<file path="config.mk">
export PLATFORM = sky130hd
export DESIGN_NAME = hazard_ctrl
export DESIGN_NICKNAME = d
export VERILOG_FILES = /design/src/rtl/hazard_ctrl_pkg.sv /design/src/rtl/hazard_fwd_sel.sv /design/src/rtl/hazard_ctrl.sv
export SDC_FILE = /design/constraint.sdc
export NUM_CORES = 1
export LEC_CHECK = 0
export ABC_CLOCK_PERIOD_IN_PS = 2000
export CAP_MARGIN = 20
export CORE_AREA = 2 2 56 79
export CTS_CLUSTER_SIZE = 20
export DETAILED_ROUTE_END_ITERATION = 16
export DIE_AREA = 0 0 58 81
export PLACE_DENSITY_LB_ADDON = 0.05
export SLEW_MARGIN = 20
export SYNTH_ARGS = -nofsm -noshare
export SYNTH_HDL_FRONTEND = slang
export SYNTH_HIERARCHICAL = 1
export SYNTH_SLANG_ARGS = --single-unit
</file>
<file path="constraint.sdc">
create_clock -name clk -period 2 [get_ports clk]
set_input_delay 0.3 -clock clk [delete_from_list [all_inputs] [get_ports clk]]
set_output_delay 0.3 -clock clk [all_outputs]
set_load 0.05 [all_outputs]
</file>
<file path="src/rtl/hazard_ctrl_pkg.sv">
// Shared encodings for the RV32 pipeline hazard controller: forwarding selects,
// FSM state codes and the packed control bundle driven by the FSM.
package hazard_ctrl_pkg;

  localparam logic [1:0] FWD_REG = 2'b00;
  localparam logic [1:0] FWD_WB  = 2'b01;
  localparam logic [1:0] FWD_MEM = 2'b10;

  localparam logic [1:0] HZ_IDLE     = 2'd0;
  localparam logic [1:0] HZ_LU_HOLD  = 2'd1;
  localparam logic [1:0] HZ_MEM_WAIT = 2'd2;

  typedef struct packed {
    logic stall_if;
    logic stall_id;
    logic bubble_ex;
    logic flush_id;
  } hz_ctl_t;

  // The younger producer (MEM) holds the newer value, so it wins over WB.
  function automatic logic [1:0] fwd_pick(input logic mem_hit, input logic wb_hit);
    if (mem_hit)
      return FWD_MEM;
    else if (wb_hit)
      return FWD_WB;
    else
      return FWD_REG;
  endfunction

endpackage

</file>
<file path="src/rtl/hazard_fwd_sel.sv">
// EX-stage operand forwarding select for a single source register.
module hazard_fwd_sel
  import hazard_ctrl_pkg::*;
#(
  parameter int REG_NUM_WIDTH = 5
) (
  input  logic [REG_NUM_WIDTH-1:0] src,
  input  logic [REG_NUM_WIDTH-1:0] mem_rd,
  input  logic                     mem_reg_write,
  input  logic [REG_NUM_WIDTH-1:0] wb_rd,
  input  logic                     wb_reg_write,
  output logic [1:0]               sel
);

  logic mem_hit;
  logic wb_hit;

  // x0 is hard-wired zero, so a write to it never produces a forwardable value.
  assign mem_hit = mem_reg_write && (mem_rd != '0) && (mem_rd == src);
  assign wb_hit  = wb_reg_write  && (wb_rd  != '0) && (wb_rd  == src);
  assign sel     = fwd_pick(mem_hit, wb_hit);

endmodule

</file>
<file path="src/rtl/hazard_ctrl.sv">
// Pipeline hazard controller: load-use stalls of configurable length, data-memory
// wait-state freeze, taken-branch flush, forwarding selects and a stall perf counter.
module hazard_ctrl
  import hazard_ctrl_pkg::*;
#(
  parameter int REG_NUM_WIDTH = 5,
  parameter int LOAD_STALL    = 1,
  parameter int PERF_WIDTH    = 16
) (
  input  logic                     clk,
  input  logic                     reset,
  input  logic [REG_NUM_WIDTH-1:0] id_rs1,
  input  logic [REG_NUM_WIDTH-1:0] id_rs2,
  input  logic                     id_rs1_used,
  input  logic                     id_rs2_used,
  input  logic [REG_NUM_WIDTH-1:0] ex_rd,
  input  logic                     ex_mem_read,
  input  logic [REG_NUM_WIDTH-1:0] ex_rs1,
  input  logic [REG_NUM_WIDTH-1:0] ex_rs2,
  input  logic [REG_NUM_WIDTH-1:0] mem_rd,
  input  logic                     mem_reg_write,
  input  logic [REG_NUM_WIDTH-1:0] wb_rd,
  input  logic                     wb_reg_write,
  input  logic                     mem_busy,
  input  logic                     branch_taken,
  output logic                     stall_if,
  output logic                     stall_id,
  output logic                     bubble_ex,
  output logic                     flush_id,
  output logic [1:0]               fwd_a,
  output logic [1:0]               fwd_b,
  output logic                     hazard,
  output logic [PERF_WIDTH-1:0]    stall_cycles
);

  localparam int CW = $clog2(LOAD_STALL + 1);
  localparam logic [CW-1:0] CNT_LOAD = CW'(LOAD_STALL - 1);
  localparam logic [CW-1:0] CNT_ONE  = CW'(1);

  logic [1:0]    state;
  logic [1:0]    ret_state;
  logic [1:0]    eff_state;
  logic [1:0]    next_state;
  logic [1:0]    next_ret;
  logic [CW-1:0] cnt;
  logic [CW-1:0] next_cnt;
  logic          lu;
  hz_ctl_t       ctl;
  logic [1:0]    fwd_a_raw;
  logic [1:0]    fwd_b_raw;

  assign lu = ex_mem_read && (ex_rd != '0) &&
              ((id_rs1_used && (id_rs1 == ex_rd)) || (id_rs2_used && (id_rs2 == ex_rd)));

  // Leaving MEM_WAIT acts as the saved state in the same cycle, so the freeze adds
  // exactly the busy cycles and nothing more.
  assign eff_state = (state == HZ_MEM_WAIT) ? ret_state : state;

  always_comb begin
    ctl        = '0;
    next_state = state;
    next_ret   = ret_state;
    next_cnt   = cnt;
    if (mem_busy) begin
      ctl.stall_if = 1'b1;
      ctl.stall_id = 1'b1;
      next_state   = HZ_MEM_WAIT;
      next_ret     = eff_state;
    end else if (branch_taken) begin
      ctl.flush_id = 1'b1;
      next_state   = HZ_IDLE;
      next_ret     = HZ_IDLE;
      next_cnt     = '0;
    end else if (eff_state == HZ_LU_HOLD) begin
      ctl.stall_if  = 1'b1;
      ctl.bubble_ex = 1'b1;
      if (cnt <= CNT_ONE) begin
        next_state = HZ_IDLE;
        next_cnt   = '0;
      end else begin
        next_state = HZ_LU_HOLD;
        next_cnt   = cnt - CNT_ONE;
      end
    end else if (lu) begin
      ctl.stall_if  = 1'b1;
      ctl.bubble_ex = 1'b1;
      if (LOAD_STALL > 1) begin
        next_state = HZ_LU_HOLD;
        next_cnt   = CNT_LOAD;
      end else begin
        next_state = HZ_IDLE;
      end
    end else begin
      next_state = HZ_IDLE;
    end
  end

  always_ff @(posedge clk or negedge reset) begin
    if (!reset) begin
      state     <= HZ_IDLE;
      ret_state <= HZ_IDLE;
      cnt       <= '0;
    end else begin
      state     <= next_state;
      ret_state <= next_ret;
      cnt       <= next_cnt;
    end
  end

  always_ff @(posedge clk or negedge reset) begin
    if (!reset)
      stall_cycles <= '0;
    else if (stall_if && (stall_cycles != '1))
      stall_cycles <= stall_cycles + 1'b1;
  end

  hazard_fwd_sel #(.REG_NUM_WIDTH(REG_NUM_WIDTH)) u_fwd_a (
    .src           (ex_rs1),
    .mem_rd        (mem_rd),
    .mem_reg_write (mem_reg_write),
    .wb_rd         (wb_rd),
    .wb_reg_write  (wb_reg_write),
    .sel           (fwd_a_raw)
  );

  hazard_fwd_sel #(.REG_NUM_WIDTH(REG_NUM_WIDTH)) u_fwd_b (
    .src           (ex_rs2),
    .mem_rd        (mem_rd),
    .mem_reg_write (mem_reg_write),
    .wb_rd         (wb_rd),
    .wb_reg_write  (wb_reg_write),
    .sel           (fwd_b_raw)
  );

  // Every output reads as zero while reset is held low, independent of the clock.
  assign stall_if  = reset & ctl.stall_if;
  assign stall_id  = reset & ctl.stall_id;
  assign bubble_ex = reset & ctl.bubble_ex;
  assign flush_id  = reset & ctl.flush_id;
  assign hazard    = stall_if;
  assign fwd_a     = reset ? fwd_a_raw : FWD_REG;
  assign fwd_b     = reset ? fwd_b_raw : FWD_REG;

endmodule

</file>
==> impl_metrics.csv, run 1 <==
group,metric,value,unit
sta,fin_skew,0.00512,ns
synth,ys_ff_latch,19,
global_routing,antenna_found_initial,0,
finish,design_area,2660,um^2
place,dpl-instance-area,2560,um^2
floorplan,die_area,4700,um^2
floorplan,die_h,81,um
pwr,sequentialPowerShare,30.4,%
place,dp_hpwl,3630,um
synth,synth_seq_area_share,32.9,%
drt,wl,4420,um
sta,fin_setup_tns,-0.0280,ns
synth,ys_types,38,
clock_tree,cts_tree,"built",
synth,synth-edff-count,0,
synth,yosys_warnings,6,
synth,syn_nets,190,
pwr,p_per_area,609,nW/um^2
sta,setup_violations,1,
sta,period_needed,2.03,ns
finish,drive_gt1_share,38.2,%
sta,slew_viol_final,0,
setup_path,startpoint_type,"primary input",
pwr,internal_power,0.000989,W
floorplan,coreArea,4060,um^2
pwr,p_switching,0.000630,W
clock_tree,clock-sinks,19,
place,pre_cts_ws,-0.538,ns
sta,rsz0062_at_grt,"yes",
pwr,leakage,1.18,nW
clock_tree,clock_latency,0.25,ns
clock_tree,ctsHoldBuffers,0,
finish,synthToLayoutAreaGrowth,83.8,%
synth,async_reset_ff_share,100,%
run_status,violations,"setup timing",
global_routing,grt_max_degree,27,
sta,relSlewSlack,65.5,%
drt,drt-pass1-iter-count,4,
setup_path,cp.required,1.70,ns
floorplan,ios,69,
global_routing,grt_pass1_wl,6940,um
setup_path,endpoint_kind,"output pin",
pwr,p_clk_share,16.1,%
pwr,pwr-share-comb,53.6,%
drt,post_drt_via_cell_ratio,5.16,
finish,nets,297,
clock_tree,cts_root_buf,"clkbuf_8",
clock_tree,h-tree-depth,1,
job,maxCapViolCount,0,
sta,worst_slew_pin_slew,0.516,ns
run_status,status,"finished with violations",
pwr,switching_share,38.9,%
drt,drc,0,
drt,drt_iter0_markers,38,
place,gp_congestion,0.917,
min_path,min_path_type,"in -> async",
synth,avgSynthCellArea,9.98,um^2
clock_tree,ctsLongestPathBuffers,2,
setup_path,max_stage_delay,0.30,ns
finish,final_util,65.4,%
pwr,power,0.00162,W
drt,wl_per_cell,14.9,um
setup_path,cp_max_fo,3,
sta,finalHoldViolCount,0,
setup_path,crit_slowest_cell,"nor4_2",
synth,synthesis.instances,145,
clock_tree,numCtsBuffers,3,
setup_path,cp_cell_sequence,"buf_6 > xor2_2 > nor4_2 > a32oi_2 > o22ai_1 > nor4bb_4 > buf_12",
synth,synth_ff_type,"dfrtp_1",
setup_path,critPathKind,"in -> out",
setup_path,cp.arrival,1.73,ns
sta,setup_ws,-0.0280,ns
floorplan,row_count,28,
floorplan,start_util,35.6,%
place,port_buffers,68,
floorplan,die_x,58,um
clock_tree,cts.clk_slew.worst_paths,0.07,ns
global_routing,overflow,0,
global_routing,grt_pass1_vias,1647,
drt,ant_nets,0,
drt,vias,1527,
sta,fin_crit_sh,101,%
synth,syn-cell-area,1450,um^2
sta,fmax,493,MHz
finish,diodes,0,
global_routing,grt_usage,19.1,%
pwr,irDropWorstVdd,0.621,mV
## critical path, delay by kind of cell
family	cells	cell delay [ns]
and+or+nand+nor	2	0.57
buffers and inverters	2	0.28
xor gates and xnor gates	1	0.17
AOI/OAI and AO/OA	2	0.41
## placed cells by master, fill, tap and decap left out, drive strengths merged, types with 2 or more instances in the layout
cell           count
buf               57
clkdlybuf4s50     25
xnor2             25
dfrtp             19
dlygate4sd2       16
xor2              15
nand4             10
nand2              9
and2               9
nand3              7
clkbuf             6
nor3               6
and4               5
and3               4
dlymetal6s2s       4
nor4               4
nor2               3
o21ai              3
mux2               2
clkdlybuf4s15      2
o41ai              2
a211oi             2
a21oi              2
nor4bb             2
## routing by layer
layer | up-vias | track usage [%] | wire (um)
met2 | 50 | 39.1 | 2610
met5 | - | 0 | 0
met4 | 0 | 8.84 | 105
met1 | 735 | 17.9 | 1460
li1 | 733 | - | -
met3 | 9 | 2.55 | 241
## path summary, 6_finish.rpt
path | start | to | slack [ns] | depth (start not counted)
worst min-delay path | reset | stall_cycles[15]$_DFFE_PN0P_ | 0.48 | 3
min in group clk | stall_cycles[10]$_DFFE_PN0P_ | stall_cycles[10]$_DFFE_PN0P_ | 0.49 | 1
max in group asynchronous | reset | stall_cycles[5]$_DFFE_PN0P_ | 1.31 | 3
worst max-delay path | id_rs2[1] | bubble_ex | -0.03 | 7
worst max register to register | stall_cycles[0]$_DFFE_PN0P_ | stall_cycles[1]$_DFFE_PN0P_ | 0.05 | 6
worst min register to register | stall_cycles[10]$_DFFE_PN0P_ | stall_cycles[10]$_DFFE_PN0P_ | 0.49 | 1
## flip-flops by register name, indices dropped and copies added, names as in the netlist
name          flops
state             1
stall_cycles     16
ret_state         2
## cells in the mapped netlist (3+ instances only)
cell type	number	area (um^2)
xnor2_1	25	219
dfrtp_1	19	475
xor2_1	15	131
nand2_1	9	33.8
nand4_1	9	56.3
and2_1	8	50.1
nand3_1	7	35.0
and4_1	5	43.8
and3_1	4	25.0
nor3_1	4	20.0
buf_4	3	22.5
nor2_1	3	11.3
nor4_1	3	18.8
## repair_timing
| item | CTS | global route |
|---|---|---|
| setup buffers | 1 | 3 |
| pin swaps | 20 | 10 |
| setup endpoints to repair | 23 | 10 |
| hold endpoints to repair | 0 | 0 |
| resized for setup | 76 | 13 |
| gates cloned | 0 | 0 |
## layout make-up
| class | count | area [um^2] |
|---|---|---|
| fillers | 337 | 1410 |
| flip-flops and latches | 19 | 482 |
| multi-input cells | 121 | 1050 |
| clock buffers | 4 | 45.0 |
| repair buffers | 106 | 1020 |
| well taps | 45 | 56.3 |
| inverters | 1 | 3.75 |
## power groups by stage
stage	registers [W]	logic, W	clock network [W]
3_5_place_dp	0.000500	0.000861	0
4_1_cts	0.000493	0.000868	0.000266
5_1_grt	0.000496	0.000919	0.000285
6_report	0.000492	0.000867	0.000260
2_1_floorplan	0.000731	0.000201	0
3_3_place_gp	0.000496	0.000840	0
## logic make-up after synthesis
family                     count (synthesis)  synth area share, %
muxes                                      3                 2.51
AOI/OAI and AO/OA                         12                 9.26
and+or+nand+nor                           65                 28.2
xor gates and xnor gates                  40                 24.2
adders and majority gates                  1                0.865
buffers and inverters                      5                 2.08
DFF                                       19                 32.9
## through the flow
stage	std cells	hold WS, ns
finish	296	0.485
global route	296	0.514
CTS	293	0.494
detailed placement	288	0.487
global placement	288	0.465
floorplan	145	0.00441
(Power assumes the default switching activity.)
==> run 2: changes to the inputs <==
--- a/config.mk
+++ b/config.mk
@@ -8,7 +8,6 @@
 export ABC_CLOCK_PERIOD_IN_PS = 2000
 export CAP_MARGIN = 20
 export CORE_AREA = 2 2 56 79
-export CTS_CLUSTER_SIZE = 20
 export DETAILED_ROUTE_END_ITERATION = 16
 export DIE_AREA = 0 0 58 81
 export PLACE_DENSITY_LB_ADDON = 0.05
==> results of run 2 <==
Final layout, timing and power as in run 1 (identical DEF).
==> run 3: changes to the inputs <==
--- a/config.mk
+++ b/config.mk
@@ -8,6 +8,7 @@
 export ABC_CLOCK_PERIOD_IN_PS = 2000
 export CAP_MARGIN = 20
 export CORE_AREA = 2 2 56 79
+export CTS_CLUSTER_DIAMETER = 80
 export DETAILED_ROUTE_END_ITERATION = 16
 export DIE_AREA = 0 0 58 81
 export PLACE_DENSITY_LB_ADDON = 0.05
==> results of run 3 <==
Final layout, timing and power as in run 1 (identical DEF).
